<file path="src/rtl/micro_port_tx.sv">
// Byte transmitter for the display FPGA micro port: 4-entry FIFO feeding a
// SETUP/STROBE/HOLD write-strobe sequencer with idle bus values of 8'hFF / 1.
module micro_port_tx #(
  parameter int unsigned SETUP_CYC  = 2,
  parameter int unsigned STROBE_CYC = 4,
  parameter int unsigned HOLD_CYC   = 2
) (
  input  logic       Clk,
  input  logic       Reset,
  input  logic       in_valid,
  output logic       in_ready,
  input  logic [7:0] in_data,
  input  logic       in_rsel,
  output logic [7:0] port_out,
  output logic       rsel_out,
  output logic       write_n,
  output logic       busy,
  output logic       byte_done,
  output logic [2:0] fifo_count
);

  typedef enum logic [1:0] {IDLE, SETUP, STROBE, HOLD} state_e;

  localparam logic [3:0] SETUP_L  = 4'(SETUP_CYC);
  localparam logic [3:0] STROBE_L = 4'(STROBE_CYC);
  localparam logic [3:0] HOLD_L   = 4'(HOLD_CYC);

  logic [8:0] mem_q [4];
  logic [1:0] wr_ptr_q, rd_ptr_q;
  logic [2:0] count_q;
  logic [8:0] head;
  logic       push, pop, fifo_nonempty;

  state_e     state_q;
  logic [3:0] cnt_q;
  logic [7:0] port_q;
  logic       rsel_q, wn_q, busy_q, done_q;

  assign in_ready      = !Reset && (count_q < 3'd4);
  assign push          = in_valid && in_ready;
  assign fifo_nonempty = (count_q != 3'd0);
  assign head          = mem_q[rd_ptr_q];

  // Pops happen in IDLE, or on HOLD expiry so the next byte skips IDLE entirely.
  assign pop = fifo_nonempty &&
               ((state_q == IDLE) || ((state_q == HOLD) && (cnt_q == 4'd1)));

  always_ff @(posedge Clk) begin
    if (push) begin
      mem_q[wr_ptr_q] <= {in_rsel, in_data};
    end
  end

  always_ff @(posedge Clk) begin
    if (Reset) begin
      wr_ptr_q <= '0;
      rd_ptr_q <= '0;
      count_q  <= '0;
    end else begin
      if (push) wr_ptr_q <= wr_ptr_q + 2'd1;
      if (pop)  rd_ptr_q <= rd_ptr_q + 2'd1;
      case ({push, pop})
        2'b10:   count_q <= count_q + 3'd1;
        2'b01:   count_q <= count_q - 3'd1;
        default: count_q <= count_q;
      endcase
    end
  end

  always_ff @(posedge Clk) begin
    if (Reset) begin
      state_q <= IDLE;
      cnt_q   <= '0;
      port_q  <= '1;
      rsel_q  <= 1'b1;
      wn_q    <= 1'b1;
      busy_q  <= 1'b0;
      done_q  <= 1'b0;
    end else begin
      done_q <= 1'b0;
      case (state_q)
        IDLE: begin
          if (fifo_nonempty) begin
            port_q  <= head[7:0];
            rsel_q  <= head[8];
            cnt_q   <= SETUP_L;
            busy_q  <= 1'b1;
            state_q <= SETUP;
          end
        end
        SETUP: begin
          if (cnt_q == 4'd1) begin
            wn_q    <= 1'b0;
            cnt_q   <= STROBE_L;
            state_q <= STROBE;
          end else begin
            cnt_q <= cnt_q - 4'd1;
          end
        end
        STROBE: begin
          if (cnt_q == 4'd1) begin
            wn_q    <= 1'b1;
            done_q  <= 1'b1;
            cnt_q   <= HOLD_L;
            state_q <= HOLD;
          end else begin
            cnt_q <= cnt_q - 4'd1;
          end
        end
        HOLD: begin
          if (cnt_q == 4'd1) begin
            if (fifo_nonempty) begin
              port_q  <= head[7:0];
              rsel_q  <= head[8];
              cnt_q   <= SETUP_L;
              state_q <= SETUP;
            end else begin
              port_q  <= '1;
              rsel_q  <= 1'b1;
              busy_q  <= 1'b0;
              state_q <= IDLE;
            end
          end else begin
            cnt_q <= cnt_q - 4'd1;
          end
        end
        default: begin
          state_q <= IDLE;
          busy_q  <= 1'b0;
        end
      endcase
    end
  end

  assign port_out   = port_q;
  assign rsel_out   = rsel_q;
  assign write_n    = wn_q;
  assign busy       = busy_q;
  assign byte_done  = done_q;
  assign fifo_count = count_q;

endmodule

</file>
<file path="config.mk">
export PLATFORM = sky130hd
export DESIGN_NAME = micro_port_tx
export DESIGN_NICKNAME = d
export VERILOG_FILES = /design/src/rtl/micro_port_tx.sv
export SDC_FILE = /design/constraint.sdc
export NUM_CORES = 1
export LEC_CHECK = 0
export CORE_MARGIN = 2
export CORE_UTILIZATION = 56
export CTS_CLUSTER_DIAMETER = 40
export CTS_CLUSTER_SIZE = 24
export DETAILED_ROUTE_END_ITERATION = 8
export PLACE_DENSITY = 0.79
export REMOVE_ABC_BUFFERS = 1
export SYNTH_ARGS = -nofsm -noshare
export SYNTH_HDL_FRONTEND = slang
export SYNTH_SLANG_ARGS = --single-unit
</file>
<file path="constraint.sdc">
create_clock -name Clk -period 2.8 [get_ports Clk]
set_input_delay 0.56 -clock Clk [delete_from_list [all_inputs] [get_ports Clk]]
set_output_delay 0.56 -clock Clk [all_outputs]
set_load 0.1 [all_outputs]
</file>
==> results.md, run 1 <==
- The count of buffers added on input and output ports is 27.
- The worst min-delay path class is flop to flop.
- The main flop type after synthesis is sky130_fd_sc_hd__edfxtp_1.
- Across every metal layer, demand over resource in global routing totals 21.95%.
- sky130_fd_sc_hd__edfxtp_1 is the most common cell in the netlist.
- The flop-to-flop setup slack is 230 ps.
- At the later pin of the worst-skew pair, clock insertion delay measures 340 ps.
- The via count of the first global-routing pass is 1779.
- Setup repair after global routing left no endpoint under its margin.
- The filler cell count is 306.
- The peak fanout along the critical path is 5.
- The slew at the pin closest to its max-slew limit is 621.1 ps.
- The number of antenna repair diodes is 0.
- The vertical die dimension is 73.10 um.
- The clock period minus final worst setup slack is 2570 ps.
- The overall power of the completed layout is 3.891 mW.
- The data arrival at the endpoint of the critical path is 2840 ps.
- For this run, the slowest stage of the critical path takes 410 ps.
- With fillers left out, the area of the finished cells amounts to 0.003218 mm2.
- The run finished with clean final reports.
- Broken down by cell family, the worst path's largest delay share belongs to adder cells.
- The static power due to leakage is 1.170 nW.
- The startpoint of the most critical setup path is cnt_q[0]$_SDFF_PP0_.
- Setup violations remaining at the end of the flow were counted as 0.
- Once the clock tree was built, the resizer swapped 0 gates to a different size.
- The end of the worst register-to-register path is fifo_count[2]$_SDFFE_PP0P_.
- The fmax is 389.0 MHz.
- The post-placement worst setup slack is 120.9 ps.
- The worst-case reg-to-reg path depth is 9.
- Sequential cells were found to cover 60.65% of the synthesized design area.
- The Yosys step of the flow raised 0 warnings.
- The worst setup path is launched from a flop.
- Max-cap violations in this run came to 0.
- The setup path with the least slack is of type flop to flop.
- Clock-pin slew was measured on the worst setup and hold paths at 70 ps.
- After the last flow step, the layout net total stands at 250.
- The residual DRC count is 0.
- The power per cell area is 1209 mW/mm2.
- The tightest hold margin is 496.1 ps.
- The max-slew violation count is 0.
- The worst setup slack after layout is 229.5 ps.
- STA classifies the critical path endpoint as a flop.
- The filler-free cell count of the finished design is 284.
- The initial utilization of the core area, before any placement, comes to 57.37%.
- After detailed routing, the number of vias per cell comes to 6.106.
- The post-synth design cell area is 0.002674 mm2.
- Synthesis produced 191 cells.
- The total overflow left after global routing is 0.
- Synthesis inferred 63 register bits.
- Summed over all instances, the cell type with the most area after synthesis is sky130_fd_sc_hd__edfxtp_1.
- The fraction of final layout cells sized beyond drive strength 1 is 23.04%.
- The switching power of the nets is 1.576 mW.
- The cell with the biggest individual delay on the critical path is sky130_fd_sc_hd__dfxtp_1.
- The switching part of the total power is 40.50%.
- The floorplan has 25 rows.
- Counting both buffers and inverters, the worst setup path holds a total of 1.
- The first global-routing pass estimated 8466 um of wire.
- Entering global routing, the biggest net connects 27 pins.
- The fraction of power consumed by the clock network is 24.6%.
- Along the worst hold path, the cell count comes to 1.
- The core region is 0.004661 mm2.
- The startpoint of the most critical register-to-register path is cnt_q[0]$_SDFF_PP0_.
- Walking the worst path, the cells encountered are ha_1 -> nor4bb_4 -> o21a_1 -> ha_1 -> inv_1 -> fa_1 -> xor2_1 -> or3_1 -> a21oi_1.
- TritonCTS built the clock tree.
- Summing over every cut layer, the via total after detailed routing is 1734.
- The clock buffer count from CTS is 9.
- The congestion estimate from routability-driven global placement came to 0.7758.
- The hold violation total from the final report was 0.
- The unique cell type count in the Yosys netlist is 46.
- The synthesis-to-finish area growth is 20.36%.
- The maximum root-to-sink buffer count is 2.
- The initial antenna violation count is 0.
- The post-detailed-routing wire length is 5057 um.
- Measured against its own limit, the worst slew margin works out to 58.54%.
- Counting stages on the worst path, the most repeated cell is sky130_fd_sc_hd__ha_1.
- After detailed routing, the average wire length per cell comes to 17.81 um.
- Counting instances in the post-synthesis netlist gives the leading cell types as sky130_fd_sc_hd__edfxtp_1 (36), sky130_fd_sc_hd__dfxtp_1 (27), sky130_fd_sc_hd__nor2_1 (17), sky130_fd_sc_hd__inv_1 (13), sky130_fd_sc_hd__ha_1 (12).
- The number of clock sinks is 63.
- After detailed placement, the total cell area comes to 0.002973 mm2.
- The number of detailed-route iterations in the first pass is 4.
- Of the total power, combinational logic draws 42.2%.
- The number of flops mapped to enable cells by yosys is 36.
- In the synthesized netlist the async set-or-reset flop fraction comes to 0%.
- The start point of the worst hold path is write_n$_SDFFE_PP1P_.
- Cell internal power was estimated by the tool at 2.315 mW.
- After the first detailed-routing iteration, the DRC count stood at 149.
- In this run the post-CTS setup repair buffer count came out at 0.
- The share of the synthesized area in the top cell type is 40.43%.
- The part of the power in registers is 33.1%.
- For hold timing, the worst endpoint is write_n$_SDFFE_PP1P_.
- The top-level I/O count is 28.
- The hold buffer count at CTS is 0.
- A synthesized cell averages 14.00 um2.
- The required time at the endpoint of the critical path is 3070 ps.
- In this run the remaining antenna-violating nets after routing total 0.
- The total die area is 0.005344 mm2.
- The number of placed cells counting well taps is 268.
- The peak ir drop on the vdd network is 0.5645 mV.
- In the finished design, the share of the clock period the worst path needs comes to 91.80%.
- In the post-synthesis netlist, the biggest area contributors are sky130_fd_sc_hd__edfxtp_1 (40%), sky130_fd_sc_hd__dfxtp_1 (20%), sky130_fd_sc_hd__mux4_2 (7.6%), sky130_fd_sc_hd__ha_1 (5.6%), sky130_fd_sc_hd__o32a_1 (2.6%).
- On the final layout, the worst clock skew is 5.418 ps.
- The wire-length estimate of the detail-placed layout is 3411 um.
- The die width is 73.10 um.
- CTS built an H-tree with a depth of 3.
- The clock tree root driver cell is sky130_fd_sc_hd__clkbuf_8.
==> power groups by stage <==
stage / Sequential (mW) / Clock [mW] / Combinational (mW)
after detailed placement: 1.31 / 0 / 1.63
after CTS: 1.29 / 0.976 / 1.64
final: 1.29 / 0.959 / 1.64
after global routing: 1.31 / 1.01 / 1.78
after floorplan: 1.69 / 0 / 0.840
after global placement: 1.29 / 0 / 1.56
==> worst max path at each step <==
stage	cells past startpoint	endpoint
after floorplan	9	fifo_count[2]$_SDFFE_PP0P_
after global placement	10	fifo_count[2]$_SDFFE_PP0P_
after detailed placement	10	fifo_count[2]$_SDFFE_PP0P_
after CTS	9	fifo_count[2]$_SDFFE_PP0P_
after global routing	9	fifo_count[2]$_SDFFE_PP0P_
final	9	fifo_count[2]$_SDFFE_PP0P_
==> cell type report <==
cell class | count | area (um2) | area share [%]
clock inverter | 6 | 107.6 | 3.344
clock buffer | 10 | 137.6 | 4.277
inverter | 13 | 48.80 | 1.516
tap | 54 | 67.56 | 2.100
timing repair buffer | 31 | 272.8 | 8.476
multi-input combinational | 107 | 962.2 | 29.90
sequential | 63 | 1622 | 50.39
==> cells in the final DEF, fill, tap and decap left out, types with 2 or more instances in the layout <==
cell                              synthesis  final
sky130_fd_sc_hd__clkbuf_8                 0     10
sky130_fd_sc_hd__nand2_1                  3      3
sky130_fd_sc_hd__inv_1                   13     13
sky130_fd_sc_hd__dfxtp_1                 27     27
sky130_fd_sc_hd__clkdlybuf4s50_1          0     11
sky130_fd_sc_hd__ha_1                    12     12
sky130_fd_sc_hd__nor2b_1                  3      3
sky130_fd_sc_hd__a21oi_1                  9      9
sky130_fd_sc_hd__o32a_1                   7      7
sky130_fd_sc_hd__edfxtp_1                36     36
sky130_fd_sc_hd__xnor2_1                  2      2
sky130_fd_sc_hd__buf_4                    0     19
sky130_fd_sc_hd__bufinv_16                0      3
sky130_fd_sc_hd__nor2_1                  17     17
sky130_fd_sc_hd__o221ai_1                 2      2
sky130_fd_sc_hd__nand3_1                  3      3
sky130_fd_sc_hd__clkinv_2                 0      2
sky130_fd_sc_hd__xor2_1                   3      3
sky130_fd_sc_hd__mux4_2                   9      9
sky130_fd_sc_hd__nor3_1                   3      3
sky130_fd_sc_hd__or3_1                    2      2
sky130_fd_sc_hd__and3_1                   5      5
sky130_fd_sc_hd__o21ai_0                  3      3
==> stage by stage <==
step	util (%)	TNS, ps
final	69.05	0
after detailed placement	63.79	0
after global routing	69.05	0
after CTS	69.05	0
after global placement	63.79	0
after floorplan	-	-11240
==> sequential cells by signal (all words and copies together), names as in the netlist, named ones only <==
| signal | cells |
|---|---|
| fifo_count | 3 |
| mem_q | 36 |
| rsel_out | 1 |
| byte_done | 1 |
| write_n | 1 |
| rd_ptr_q | 2 |
| port_out | 8 |
| busy | 1 |
| wr_ptr_q | 2 |
| state_q | 2 |
| cnt_q | 4 |
==> cell families (layout without fill, tap and decap cells) <==
family	after synthesis	count (layout)	synth area share (%)
DFF	63	63	60.65
xor gates and xnor gates	5	5	1.638
muxes	10	10	7.955
and+or+nand+nor	44	44	9.827
AOI/OAI and AO/OA	35	35	10.20
buffers and inverters	21	60	3.369
adders and majority gates	13	13	6.364
==> per-layer routing <==
metal,wire (um),track usage [%],share of wire [%]
met5,0,0,0
met4,141,12.55,2.8
met3,189,6.354,3.7
met2,2662,36.54,53
met1,2063,25.16,41
Note: power is estimated with default switching activity, not from simulation.
==> inputs of run 2 (changes only) <==
- CORE_UTILIZATION: 56 -> 62
- DONT_BUFFER_PORTS: default -> 1
- PLACE_DENSITY: 0.79 -> 0.78
==> run 2 against run 1 <==
Critical endpoint unchanged. Clock-buffer cell count up 1. Highest routed layer unchanged. Design area down 8.8%. Clock skew up 3.6 ps.
==> results.md, run 2 (synthesis gave the netlist of run 1 again) <==
- Result of the run: finished, final reports clean (unchanged).
- The number of flip-flops under the largest register name was 36 (unchanged).
- The data arrival at the endpoint of the critical path is 2850 ps (was 2840 ps).
- The count of input and output buffers is 0 (was 27).
- The type of origin of the critical path is a flop (unchanged).
- The vertical die dimension was 69.67 um (was 73.10 um).
- The required time at the endpoint of the critical path was 3060 ps (was 3070 ps).
- The startpoint of the most critical setup path is state_q[0]$_SDFFE_PP0P_ (was cnt_q[0]$_SDFF_PP0_).
- The number of standard-cell rows in the floorplan was 23 (was 25).
- The clock period minus final worst setup slack is 2583 ps (was 2570 ps).
- The storage element area came to 0.001622 mm2 (unchanged).
- The maximum level of the CTS H-tree came to 3 (unchanged).
- The type of the setup path with the least slack is flop to flop (unchanged).
- The residual DRC count was 0 (unchanged).
- The initial cell density of the core is 65.43% (was 57.37%).
- The number of nets in the layout was 225 (was 250).
- The max-capacitance violation count is 0 (unchanged).
- The critical path endpoint category is a flop (unchanged).
- The via count of the first global-routing pass is 1662 (was 1779).
- RSZ-0062 raised after global routing: false (unchanged).
- The synthesis-to-finish area growth is 9.780% (was 20.36%).
- The peak fanout along the critical path is 8 (was 5).
- The number of detailed-route iterations in the first pass is 4 (unchanged).
- The post-detailed-route via-to-cell ratio is 6.243 (was 6.106).
- The most common cell after layout, fill and taps aside is sky130_fd_sc_hd__edfxtp_1 (unchanged).
- The number of clock sinks came to 63 (unchanged).
- The DRC violation total after the first TritonRoute iteration is 71 (was 149).
- The count of vias placed by the detailed router is 1592 (was 1734).
- The pin count of the biggest net entering global routing is 28 (was 27).
- The global-route wire length before repair came to 7872 um (was 8466 um).
- The remaining antenna violation count is 0 (unchanged).
- The met1 routed wirelength after detailed routing is 2083 um (was 2063 um).
- The initial antenna violation count is 0 (unchanged).
- The number of placed cells counting well taps is 239 (was 268).
- The start point of the worst hold path is Reset (was write_n$_SDFFE_PP1P_).
- The post-detailed-routing wire length is 4909 um (was 5057 um).
- Commonest cells after routing, fill and taps aside: sky130_fd_sc_hd__edfxtp_1 (36), sky130_fd_sc_hd__dfxtp_1 (27), sky130_fd_sc_hd__nor2_1 (16) (was sky130_fd_sc_hd__edfxtp_1 (36), sky130_fd_sc_hd__dfxtp_1 (27), sky130_fd_sc_hd__buf_4 (19)).
- The clock-pin slew on the worst setup and hold paths is 70 ps (about the same).
- The number of antenna repair diodes is 0 (unchanged).
- The maximum root-to-sink buffer count came to 2 (unchanged).
- The footprint of the multi-input gates came to 967.2 um2 (was 962.2 um2).
- The fmax is 387.1 MHz (was 389.0 MHz).
- The overflow left after global routing is 0 (unchanged).
- The detailed placement HPWL is 3309 um (was 3411 um).
- The met2 routed wirelength was 2458 um (was 2662 um).
- The startpoint of the most critical register-to-register path is state_q[0]$_SDFFE_PP0P_ (was cnt_q[0]$_SDFF_PP0_).
- The clock tree root driver cell is sky130_fd_sc_hd__clkbuf_8 (unchanged).
- The filler-free cell count of the finished design is 255 (was 284).
- The most flop-heavy register was mem_q (unchanged).
- The worst min-delay path class was input port to flop (was flop to flop).
- The worst relative slew slack was 33.74% (was 58.54%).
- The static power due to leakage is 1.024 nW (was 1.170 nW).
- The utilization of the core after routing is 71.83% (was 69.05%).
- The top-level I/O count is 28 (unchanged).
- The core region area is 0.004086 mm2 (was 0.004661 mm2).
- The power per cell area is 1227 mW/mm2 (was 1209 mW/mm2).
- The slew at the pin closest to its max-slew limit was 992.6 ps (was 621.1 ps).
- The total die area is 0.004854 mm2 (was 0.005344 mm2).
- The uppermost layer routed is met4 (unchanged).
- The peak ir drop on the vdd network was 0.5774 mV (was 0.5645 mV).
- The worst setup skew after layout was 9.048 ps (was 5.418 ps).
- The global-route usage over all layers is 21.85% (was 21.95%).
- The fraction of final layout cells sized beyond drive strength 1 is 19.02% (was 23.04%).
- The clock latency on the worst-skew pair is 340 ps (about the same).
- The die width is 69.67 um (was 73.10 um).
- The max-slew violation count is 0 (unchanged).
- The CTS tree is done (unchanged).
- The clock buffer count from CTS was 9 (unchanged).
- The post-detailed-route wirelength per cell is 19.25 um (was 17.81 um).
- The final number of setup-violating endpoints is 0 (unchanged).
- The detailed route wirelength on metal3 is 267 um (was 189 um).
- The hold buffer count at CTS is 0 (unchanged).
- The placer's final routability congestion estimate is 0.8445 (was 0.7758).
- The final worst-path cycle share came to 92.25% (was 91.80%).
- The hold violation total from the final report was 0 (unchanged).
- The filler cell count is 270 (was 306).
## run 2: cell types whose count changed in the layout (fill, tap and decap cells not counted), sizes merged
cell,before,now
clkdlybuf4s50,11,0
bufinv,3,1
clkbuf,10,11
clkinvlp,1,2
buf,20,6
## run 2: metrics by stage
stage	total power, mW	setup TNS [ps]	cell area [um2]	worst slack [ps]	hold slack, ps
floorplan	2.526	-11240	2633	-796.3	484.7
global placement	2.788	0	2743	306.2	497.6
detailed placement	2.848	0	2743	176.1	518.1
CTS	3.599	0	2933	155.0	283.7
global route	3.790	0	2935	69.48	270.4
finish	3.601	0	2935	216.9	291.4
## run 2: critical path, cell delays in order (launching register included)
cell and delay (ps):
sky130_fd_sc_hd__dfxtp_1 420, sky130_fd_sc_hd__ha_2 300, sky130_fd_sc_hd__nor4bb_4 340, sky130_fd_sc_hd__o21a_1 190, sky130_fd_sc_hd__ha_1 190, sky130_fd_sc_hd__inv_1 60, sky130_fd_sc_hd__fa_1 390, sky130_fd_sc_hd__xor2_1 170
sky130_fd_sc_hd__or3_1 300, sky130_fd_sc_hd__a21oi_1 140
## run 2: final timing paths
kind                           endpoint  slack, ps  depth (start not counted)
min reg2reg  fifo_count[2]$_SDFFE_PP0P_        530                          2
max reg2reg  fifo_count[2]$_SDFFE_PP0P_        220                          9
min          fifo_count[0]$_SDFFE_PP0P_        290                          1
max          fifo_count[2]$_SDFFE_PP0P_        220                          9
## run 2: area by class of cell
cell class | instances | share of cell area (%)
clock inverters | 5 | 2.003
repair buffers | 6 | 1.535
inverters | 13 | 1.662
well taps | 50 | 2.131
clock buffers | 11 | 4.476
flip-flops and latches | 63 | 55.24
multi-input cells | 107 | 32.95
## run 2: power breakdown
part / total (mW) / leakage [nW] / internal, mW / switching, mW
sequential: 1.50 / 0.548 / 1.13 / 0.369
clock: 0.753 / 0.0895 / 0.411 / 0.342
combinational: 1.35 / 0.386 / 0.503 / 0.847
total: 3.60 / 1.02 / 2.04 / 1.56
## run 2: repair_timing
| item | 4_1_cts | 5_1_grt |
|---|---|---|
| resized for setup | 0 | 1 |
| setup buffers | 0 | 0 |
| endpoints found under the setup margin | 0 | 1 |
## run 2: per-layer routing
layer,GRT usage [%],vias to the layer above
li1,-,738
met1,26.88,800
met2,34.19,44
met3,7.413,10
met4,11.75,0
met5,0,-
